--- config.mk ---
export PLATFORM = sky130hd
export DESIGN_NAME = lift_motion_ctrl
export DESIGN_NICKNAME = d
export VERILOG_FILES = /design/src/rtl/lift_motion_ctrl.sv
export SDC_FILE = /design/constraint.sdc
export NUM_CORES = 1
export LEC_CHECK = 0
export BUFFER_PORTS_ARGS = -buffer_cell sky130_fd_sc_hd__buf_2
export CAP_MARGIN = 20
export CORE_ASPECT_RATIO = 1.75
export CORE_MARGIN = 10
export CORE_UTILIZATION = 54
export CTS_BUF_LIST = sky130_fd_sc_hd__clkbuf_4
export DETAILED_ROUTE_END_ITERATION = 10
export HOLD_SLACK_MARGIN = 0.02
export PLACE_DENSITY = 0.79
export SLEW_MARGIN = 20
export SYNTH_ARGS = -nofsm -noshare
export SYNTH_HDL_FRONTEND = slang
export SYNTH_SLANG_ARGS = --single-unit
--- constraint.sdc ---
create_clock -name clk_100MHz -period 2.2 [get_ports clk_100MHz]
set_clock_uncertainty 0.2 [all_clocks]
set_input_delay 0.22 -clock clk_100MHz [delete_from_list [all_inputs] [get_ports clk_100MHz]]
set_output_delay 0.22 -clock clk_100MHz [all_outputs]
set_load 0.05 [all_outputs]
--- src/rtl/lift_motion_ctrl.sv ---
// Lift car motion/door sequencer: steps the car one floor per MOVE_TICKS timebase
// ticks toward a single accepted target, then holds the door open for DOOR_TICKS.
module lift_motion_ctrl #(
    parameter int FLOORS     = 8,
    parameter int FLOOR_W    = 3,
    parameter int MOVE_TICKS = 10,
    parameter int DOOR_TICKS = 15
) (
    input  logic               clk_100MHz,
    input  logic               rst,
    input  logic               clk_200ms,
    input  logic               req_valid,
    input  logic [FLOOR_W-1:0] req_floor,
    output logic               req_ready,
    output logic               req_err,
    input  logic               door_hold,
    output logic [FLOOR_W-1:0] cur_floor,
    output logic [1:0]         dir,
    output logic               door_open,
    output logic               arrived
);

    localparam int MAX_TICKS = (MOVE_TICKS > DOOR_TICKS) ? MOVE_TICKS : DOOR_TICKS;
    localparam int CNT_W     = $clog2(MAX_TICKS + 1);

    localparam logic [CNT_W-1:0]   MOVE_LAST = CNT_W'(MOVE_TICKS - 1);
    localparam logic [CNT_W-1:0]   DOOR_LAST = CNT_W'(DOOR_TICKS - 1);
    localparam logic [FLOOR_W:0]   FLOOR_LIM = (FLOOR_W + 1)'(FLOORS);
    localparam logic [FLOOR_W-1:0] FLOOR_TOP = FLOOR_W'(FLOORS - 1);

    localparam logic [1:0] DIR_STOP = 2'b00;
    localparam logic [1:0] DIR_UP   = 2'b01;
    localparam logic [1:0] DIR_DOWN = 2'b10;

    typedef enum logic [1:0] {
        ST_IDLE,
        ST_MOVE_UP,
        ST_MOVE_DOWN,
        ST_DOOR_OPEN
    } state_t;

    // Timebase synchroniser and edge detector
    logic       sync1_q, sync1_d;
    logic       sync2_q, sync2_d;
    logic       edge_q, edge_d;
    logic [1:0] settle_q, settle_d;
    logic       armed_q, armed_d;
    logic       tick;

    // Sequencer state and registered outputs
    state_t             state_q, state_d;
    logic [CNT_W-1:0]   cnt_q, cnt_d;
    logic [FLOOR_W-1:0] target_q, target_d;
    logic [FLOOR_W-1:0] cur_floor_q, cur_floor_d;
    logic [1:0]         dir_q, dir_d;
    logic               door_open_q, door_open_d;
    logic               arrived_q, arrived_d;
    logic               req_err_q, req_err_d;
    logic               req_ready_q, req_ready_d;

    logic               req_fire;
    logic [FLOOR_W-1:0] floor_up;
    logic [FLOOR_W-1:0] floor_down;

    // A tick is only trusted once the synchroniser holds real samples and the
    // input has been seen low, so a level already high at reset release is ignored.
    always_comb begin
        sync1_d  = clk_200ms;
        sync2_d  = sync1_q;
        edge_d   = sync2_q;
        settle_d = (settle_q == 2'd2) ? settle_q : settle_q + 2'd1;
        armed_d  = armed_q | ((settle_q == 2'd2) & ~sync2_q);
        tick     = sync2_q & ~edge_q & armed_q;
    end

    assign req_fire   = req_valid & req_ready_q;
    assign floor_up   = (cur_floor_q == FLOOR_TOP) ? cur_floor_q : cur_floor_q + 1'b1;
    assign floor_down = (cur_floor_q == '0) ? cur_floor_q : cur_floor_q - 1'b1;

    always_comb begin
        // NOTE: every variable gets a default here so no path can infer a latch.
        state_d     = state_q;
        cnt_d       = cnt_q;
        target_d    = target_q;
        cur_floor_d = cur_floor_q;
        arrived_d   = 1'b0;
        req_err_d   = 1'b0;

        case (state_q)
            ST_IDLE: begin
                if (req_fire) begin
                    cnt_d = '0;
                    if ({1'b0, req_floor} >= FLOOR_LIM) begin
                        req_err_d = 1'b1;
                    end else if (req_floor == cur_floor_q) begin
                        state_d   = ST_DOOR_OPEN;
                        arrived_d = 1'b1;
                    end else if (req_floor > cur_floor_q) begin
                        target_d = req_floor;
                        state_d  = ST_MOVE_UP;
                    end else begin
                        target_d = req_floor;
                        state_d  = ST_MOVE_DOWN;
                    end
                end
            end

            ST_MOVE_UP: begin
                if (tick) begin
                    if (cnt_q == MOVE_LAST) begin
                        cnt_d       = '0;
                        cur_floor_d = floor_up;
                        if (floor_up == target_q) begin
                            state_d   = ST_DOOR_OPEN;
                            arrived_d = 1'b1;
                        end
                    end else begin
                        cnt_d = cnt_q + 1'b1;
                    end
                end
            end

            ST_MOVE_DOWN: begin
                if (tick) begin
                    if (cnt_q == MOVE_LAST) begin
                        cnt_d       = '0;
                        cur_floor_d = floor_down;
                        if (floor_down == target_q) begin
                            state_d   = ST_DOOR_OPEN;
                            arrived_d = 1'b1;
                        end
                    end else begin
                        cnt_d = cnt_q + 1'b1;
                    end
                end
            end

            ST_DOOR_OPEN: begin
                // Holding the door beats a same-cycle tick, so it can never close while held.
                if (door_hold) begin
                    cnt_d = '0;
                end else if (tick) begin
                    if (cnt_q == DOOR_LAST) begin
                        cnt_d   = '0;
                        state_d = ST_IDLE;
                    end else begin
                        cnt_d = cnt_q + 1'b1;
                    end
                end
            end

            default: begin
                state_d = ST_IDLE;
                cnt_d   = '0;
            end
        endcase

        // Status outputs are decoded from the next state so they register with it.
        req_ready_d = (state_d == ST_IDLE);
        door_open_d = (state_d == ST_DOOR_OPEN);
        case (state_d)
            ST_MOVE_UP:   dir_d = DIR_UP;
            ST_MOVE_DOWN: dir_d = DIR_DOWN;
            default:      dir_d = DIR_STOP;
        endcase
    end

    // NOTE: sequential state uses non-blocking assignments so all flops update together.
    always_ff @(posedge clk_100MHz or posedge rst) begin
        if (rst) begin
            sync1_q     <= 1'b0;
            sync2_q     <= 1'b0;
            edge_q      <= 1'b0;
            settle_q    <= 2'd0;
            armed_q     <= 1'b0;
            state_q     <= ST_IDLE;
            cnt_q       <= '0;
            target_q    <= '0;
            cur_floor_q <= '0;
            dir_q       <= DIR_STOP;
            door_open_q <= 1'b0;
            arrived_q   <= 1'b0;
            req_err_q   <= 1'b0;
            req_ready_q <= 1'b1;
        end else begin
            sync1_q     <= sync1_d;
            sync2_q     <= sync2_d;
            edge_q      <= edge_d;
            settle_q    <= settle_d;
            armed_q     <= armed_d;
            state_q     <= state_d;
            cnt_q       <= cnt_d;
            target_q    <= target_d;
            cur_floor_q <= cur_floor_d;
            dir_q       <= dir_d;
            door_open_q <= door_open_d;
            arrived_q   <= arrived_d;
            req_err_q   <= req_err_d;
            req_ready_q <= req_ready_d;
        end
    end

    assign req_ready = req_ready_q;
    assign req_err   = req_err_q;
    assign cur_floor = cur_floor_q;
    assign dir       = dir_q;
    assign door_open = door_open_q;
    assign arrived   = arrived_q;

endmodule

Word-level counts from Yosys, hierarchy flattened
Index checks and enable logic that the tools add are counted.
- order comparisons: 1
- mux-type cells: 37
- eq/ne operators: 20
- shift operators: 0
- multiply operators: 0
- bitwise gates (word level): 8
- div/mod/pow operators: 0
- reduce and logical (&&, ||, !) cells: 8
- add/sub/neg operators: 4
- operator list (operator ; number):
    $mux 2 ; 12
    $mux 4 ; 6
    $mux 3 ; 6
    $pmux 4 s3 ; 1
    $eq 2x2->1 const B ; 5
    $ne 2x2->1 const B ; 5
    $eq 3x3->1 ; 3
    $eq 4x4->1 const B ; 2
    $mux 1 ; 8
    $pmux 2 s4 ; 1
    $pmux 3 s2 ; 1
    $reduce_and 3->1 ; 2
    $reduce_and 5->1 ; 1
    $add 4x1->4 const B ; 1
    $and 1x1->1 ; 4
    $eq 2x1->1 const B ; 2
    $logic_not 2->1 ; 2
    $pmux 2 s2 ; 1
    $add 3x1->3 const B ; 1
    $eq 3x3->1 const B ; 1
    $gt 3x3->1 ; 1
    $logic_not 3->1 ; 1
    $ne 3x3->1 const B ; 1
    $not 1->1 ; 3
    7 further kinds ; 7
- logic and storage cells: 91
- bits of input ports: 8
- memories: 0
- flip-flop bits (word level): 23
- bits in read-only memories: 0
- bits in latches: 0
- RAM bits: 0

Depth between registers and ports, before layout
- word-level depth: 9
- mapped depth: 8
- mapped depth without buffers: 7

Worst setup path before layout
OpenSTA, ideal clock, no wires.
- path type: flip-flop to flip-flop
- start: reg cur_floor_q[1] (netlist: cur_floor[1])
- end: reg dir_q[1] (netlist: dir[1])
- buffers on the path: 0
- period minus slack after synthesis: 2.517 ns
- path slack: -0.317 ns
- stages on the path, launching flop included: 8
- arrival: 2.239 ns
- cells stage by stage: dfrtp_1 > inv_1 > ha_1 > a21boi_2 > o21a_2 > o2111ai_2 > a221oi_4 > a21boi_1
- longest elaborated chain between the ends: 9
- RTL lines (what ; RTL line ; RTL):
    start: declaration ; 54 ; logic [FLOOR_W-1:0] cur_floor_q, cur_floor_d;
    start signal: assignment ; 194 ; cur_floor_q <= cur_floor_d;
    $sub 3x1->3 (tied with other cells) ; 78 ; assign floor_down = (cur_floor_q == '0) ? cur_floor_q : cur_floor_q - 1'b1;
    $mux 3, on equally long branches ; 78, 77 ;
    $eq 3x3->1, on equally long branches ; 128, 113 ;
    $mux 2, on equally long branches ; 128, 113 ;
    $mux 2, on equally long branches ; 125, 110 ;
    $mux 2, on equally long branches ; 124, 109 ;
    $pmux 2 s4 (*) ; 89 ; case (state_q)
    via state_d[1] ; 51 ; state_t state_q, state_d;
    $eq 2x2->1 / $eq 2x1->1 (equally long branches) ; 161 ; case (state_d)
    $pmux 2 s2 (*) ; 161 ;
    via dir_d[1] ; 55 ; logic [1:0] dir_q, dir_d;
    end signal: assignment ; 195 ; dir_q <= dir_d;
    end: declaration ; 55 ;
Mark *: on every way through the listed nets, which the timed path passes. The rest lies on a longest branch.
A chain may end at the register's enable or synchronous reset.

Worst setup path in the final report
- start: in req_floor[1]
- end: reg door_open_q (netlist: door_open)
- longest elaborated chain between the ends: 6
- RTL lines (what ; RTL line ; RTL):
    start: declaration ; 13 ; input logic [FLOOR_W-1:0] req_floor,
    $gt 3x3->1 ; 98 ; end else if (req_floor > cur_floor_q) begin
    $mux 2 ; 98 ;
    $mux 2 (*) ; 95 ; end else if (req_floor == cur_floor_q) begin
    $mux 2 (*) ; 91 ; if (req_fire) begin
    $pmux 2 s4 (*) ; 89 ;
    via state_d[1] ; 51 ;
    $eq 2x2->1 (*) ; 160 ; door_open_d = (state_d == ST_DOOR_OPEN);
    via door_open_d ; 56 ; logic door_open_q, door_open_d;
    end signal: assignment ; 196 ; door_open_q <= door_open_d;
    end: declaration ; 56 ;
Marked as above.

==> results.toml <==
[clocking]
clk-insertion-delay-late_ns = 0.32
cts_tree = "built"
clockRootBuffer = "clkbuf_4"
clk_pin_slew_ns = 0.13
cts_buffers = 3
htree_num_levels = 1
clockBufferDepth = 2
cts_sinks = 23

[finish]
antenna_cells = 0
multi_input_area_um2 = 940
fillerInstances = 225
area.growth.synth_to_final_pct = 15.8
regArea_um2 = 581
final_cells = 214
layout_common_cells = "dfrtp_1 (19), buf_2 (15), nor2_1 (12)"
post-route-util_pct = 66.3
final_nets = 207
drive_above_1_share_pct = 27.3
final_common_cell = "dfrtp_1"

[routing]
drtIter0Drc = 26
drc = 0
via_per_inst = 6.01
via_count = 1287
first_pass_iters = 4
wl_per_cell_um = 16.4
routed_wl_um = 3520
ant_nets = 0

[synthesis]
syn-instance-count = 160
yosys.area.top_type = "dfrtp_1"
ys_seq_elements = 23
synth_warnings = 0
synth_enable_flop_cells = 0
ys_async_sr_fraction_pct = 100
ys_seq_area_share_pct = 37.1
synth_area_per_cell_um2 = 9.73
synth_top_area_share_pct = 35.4
synth_cell_types = 57
syn_nets = 179
netlist_area_um2 = 1560
synth_ff_type = "dfrtp_1"
synth_area_leaders = "dfrtp_1 (35%), ha_1 (8.8%), a21oi_1 (2.9%)"

[worst_setup_path]
cp.required_ns = 2.26
setup.worst_path.start_class = "input port"
end_kind = "register"
path_delay_family = "buffers and inverters"
path_max_fanout = 5
cp_slowest_cell = "dlygate4sd3_1"
criticalPathCategory = "input port to register"
cp_slowest_stage_delay_ns = 0.53
crit_chain = "dlygate4sd3_1 -> buf_2 -> ha_1 -> nor2b_1 -> o21ai_0 -> a21boi_1 -> a221oi_4 -> and3_1"
cp.buffers_inverters = 2
cp.arrival_ns = 2.19

[sta]
rsz0062_at_grt = "yes"
setup_violations = 0
worst_hold_slack_ns = 0.155
drv_slew = 0
period_needed_ns = 2.13
finalSetupTns_ns = 0
fmax_mhz = 470
hold_viol_final = 0
period_share_pct = 96.7

[pwr]
p_leak_nw = 0.802
intPower_mw = 1.17
cellPowerDensity_nw_per_um2 = 1190
switching_share_pct = 45.4
clockPowerShare_pct = 9.9
p_switching_uw = 975
power_mw = 2.15
combPwrFrac_pct = 58.5
p_seq_share_pct = 31.6
vdd_drop_max_uv = 1020

[grt]
antenna_found_initial = 0
grt_max_degree = 24
grt-ovfl-total = 0
grt_pass1_vias = 1356
grt_pass1_wl_um = 5980
gr-usage-all-layers_pct = 13.4

[flow_run]
cap_viol_max_count = 0

[die]
fp.dieW_um = 60.6
core-area_um2 = 2720
row_count = 25
initial_core_util_pct = 57.2
ioPinCount = 17
die_y_um = 91.0
die_area_um2 = 5510

[placement]
numPlacedInstances = 204
detailed_place_hpwl_um = 2720
io_buffers = 15
gp_congestion = 0.876

[min_path]
hp-class = "input port to register"

[outcome]
run_status = "complete, no violations"
## cells by family after synthesis
logic type / Yosys count / synth area share (%)
compound gates: 50 / 23.8
simple gates: 51 / 20.1
flops: 23 / 37.1
buf+inv: 15 / 4.42
xor+xnor: 6 / 3.38
fa+ha+maj: 11 / 8.84
mux: 3 / 2.17
other cells: 1 / 0.241
## Yosys cell counts, types with 4 or more instances
cell type  count
a21o_1         4
a21oi_1        9
dfrtp_1       22
ha_1          11
inv_1         11
nand2_1        8
nand3_1        4
nor2_1        12
nor2b_1        5
nor3_1         4
o21ai_0        8
## sequential cells by signal, indices dropped and copies added, names as in the netlist, 2 cells and up
signal,count
cur_floor,3
dir,2
settle_q,2
cnt_q,4
state_q,2
target_q,3
## metal layers
| metal | GRT usage (%) | vias up | share of wire, % |
|---|---|---|---|
| met4 | 6.43 | 0 | 2.5 |
| met1 | 13.2 | 626 | 40 |
| li1 | - | 633 | - |
| met5 | 0 | - | 0 |
| met2 | 25.3 | 19 | 55 |
| met3 | 1.67 | 9 | 2.6 |
## stage by stage
stage / cell area [µm²] / setup slack [ns]
2_1_floorplan: 1580 / 0.00878
5_1_grt: 1800 / -0.0198
6_report: 1800 / 0.0730
3_3_place_gp: 1710 / 0.101
4_1_cts: 1790 / 0.00920
3_5_place_dp: 1710 / 0.0233
## worst min-delay path: stages
cell     delay, ns
buf_2         0.10
nor2b_1       0.07
a21oi_1       0.15
o22ai_1       0.10
## final timing paths
kind	from	to	slack, ns	depth (start not counted)
min in group asynchronous	rst	armed_q	0.26	4
max	req_floor[1]	door_open	0.07	8
min reg2reg	sync1_q	edge_d	0.17	0
max reg2reg	cur_floor[1]	door_open	0.07	7
min	door_hold	cnt_q[0]	0.16	4
max in group asynchronous	rst	req_ready	1.26	4
## power by group through the flow
| stage | sequential [mW] | clock, mW | combinational [mW] |
|---|---|---|---|
| 2_1_floorplan | 0.773 | 0 | 0.863 |
| 3_3_place_gp | 0.681 | 0 | 1.18 |
| 3_5_place_dp | 0.687 | 0 | 1.22 |
| 4_1_cts | 0.679 | 0.222 | 1.24 |
| 5_1_grt | 0.699 | 0.234 | 1.38 |
| 6_report | 0.677 | 0.213 | 1.26 |
## final cells by class
class | instances | share of cell area, %
repair buffers | 27 | 9.85
inverters | 11 | 2.29
flip-flops and latches | 23 | 32.2
clock buffers | 4 | 1.67
well taps | 27 | 1.87
multi-input cells | 122 | 52.1
## what timing repair did
action | in CTS | in global routing
endpoints found under the hold margin | 27 | 0
buffers inserted | 0 | 1
gates resized for setup | 0 | 3
setup endpoints to repair | 0 | 3
hold buffers | 5 | 0
Power figures use the tool's default switching activity.
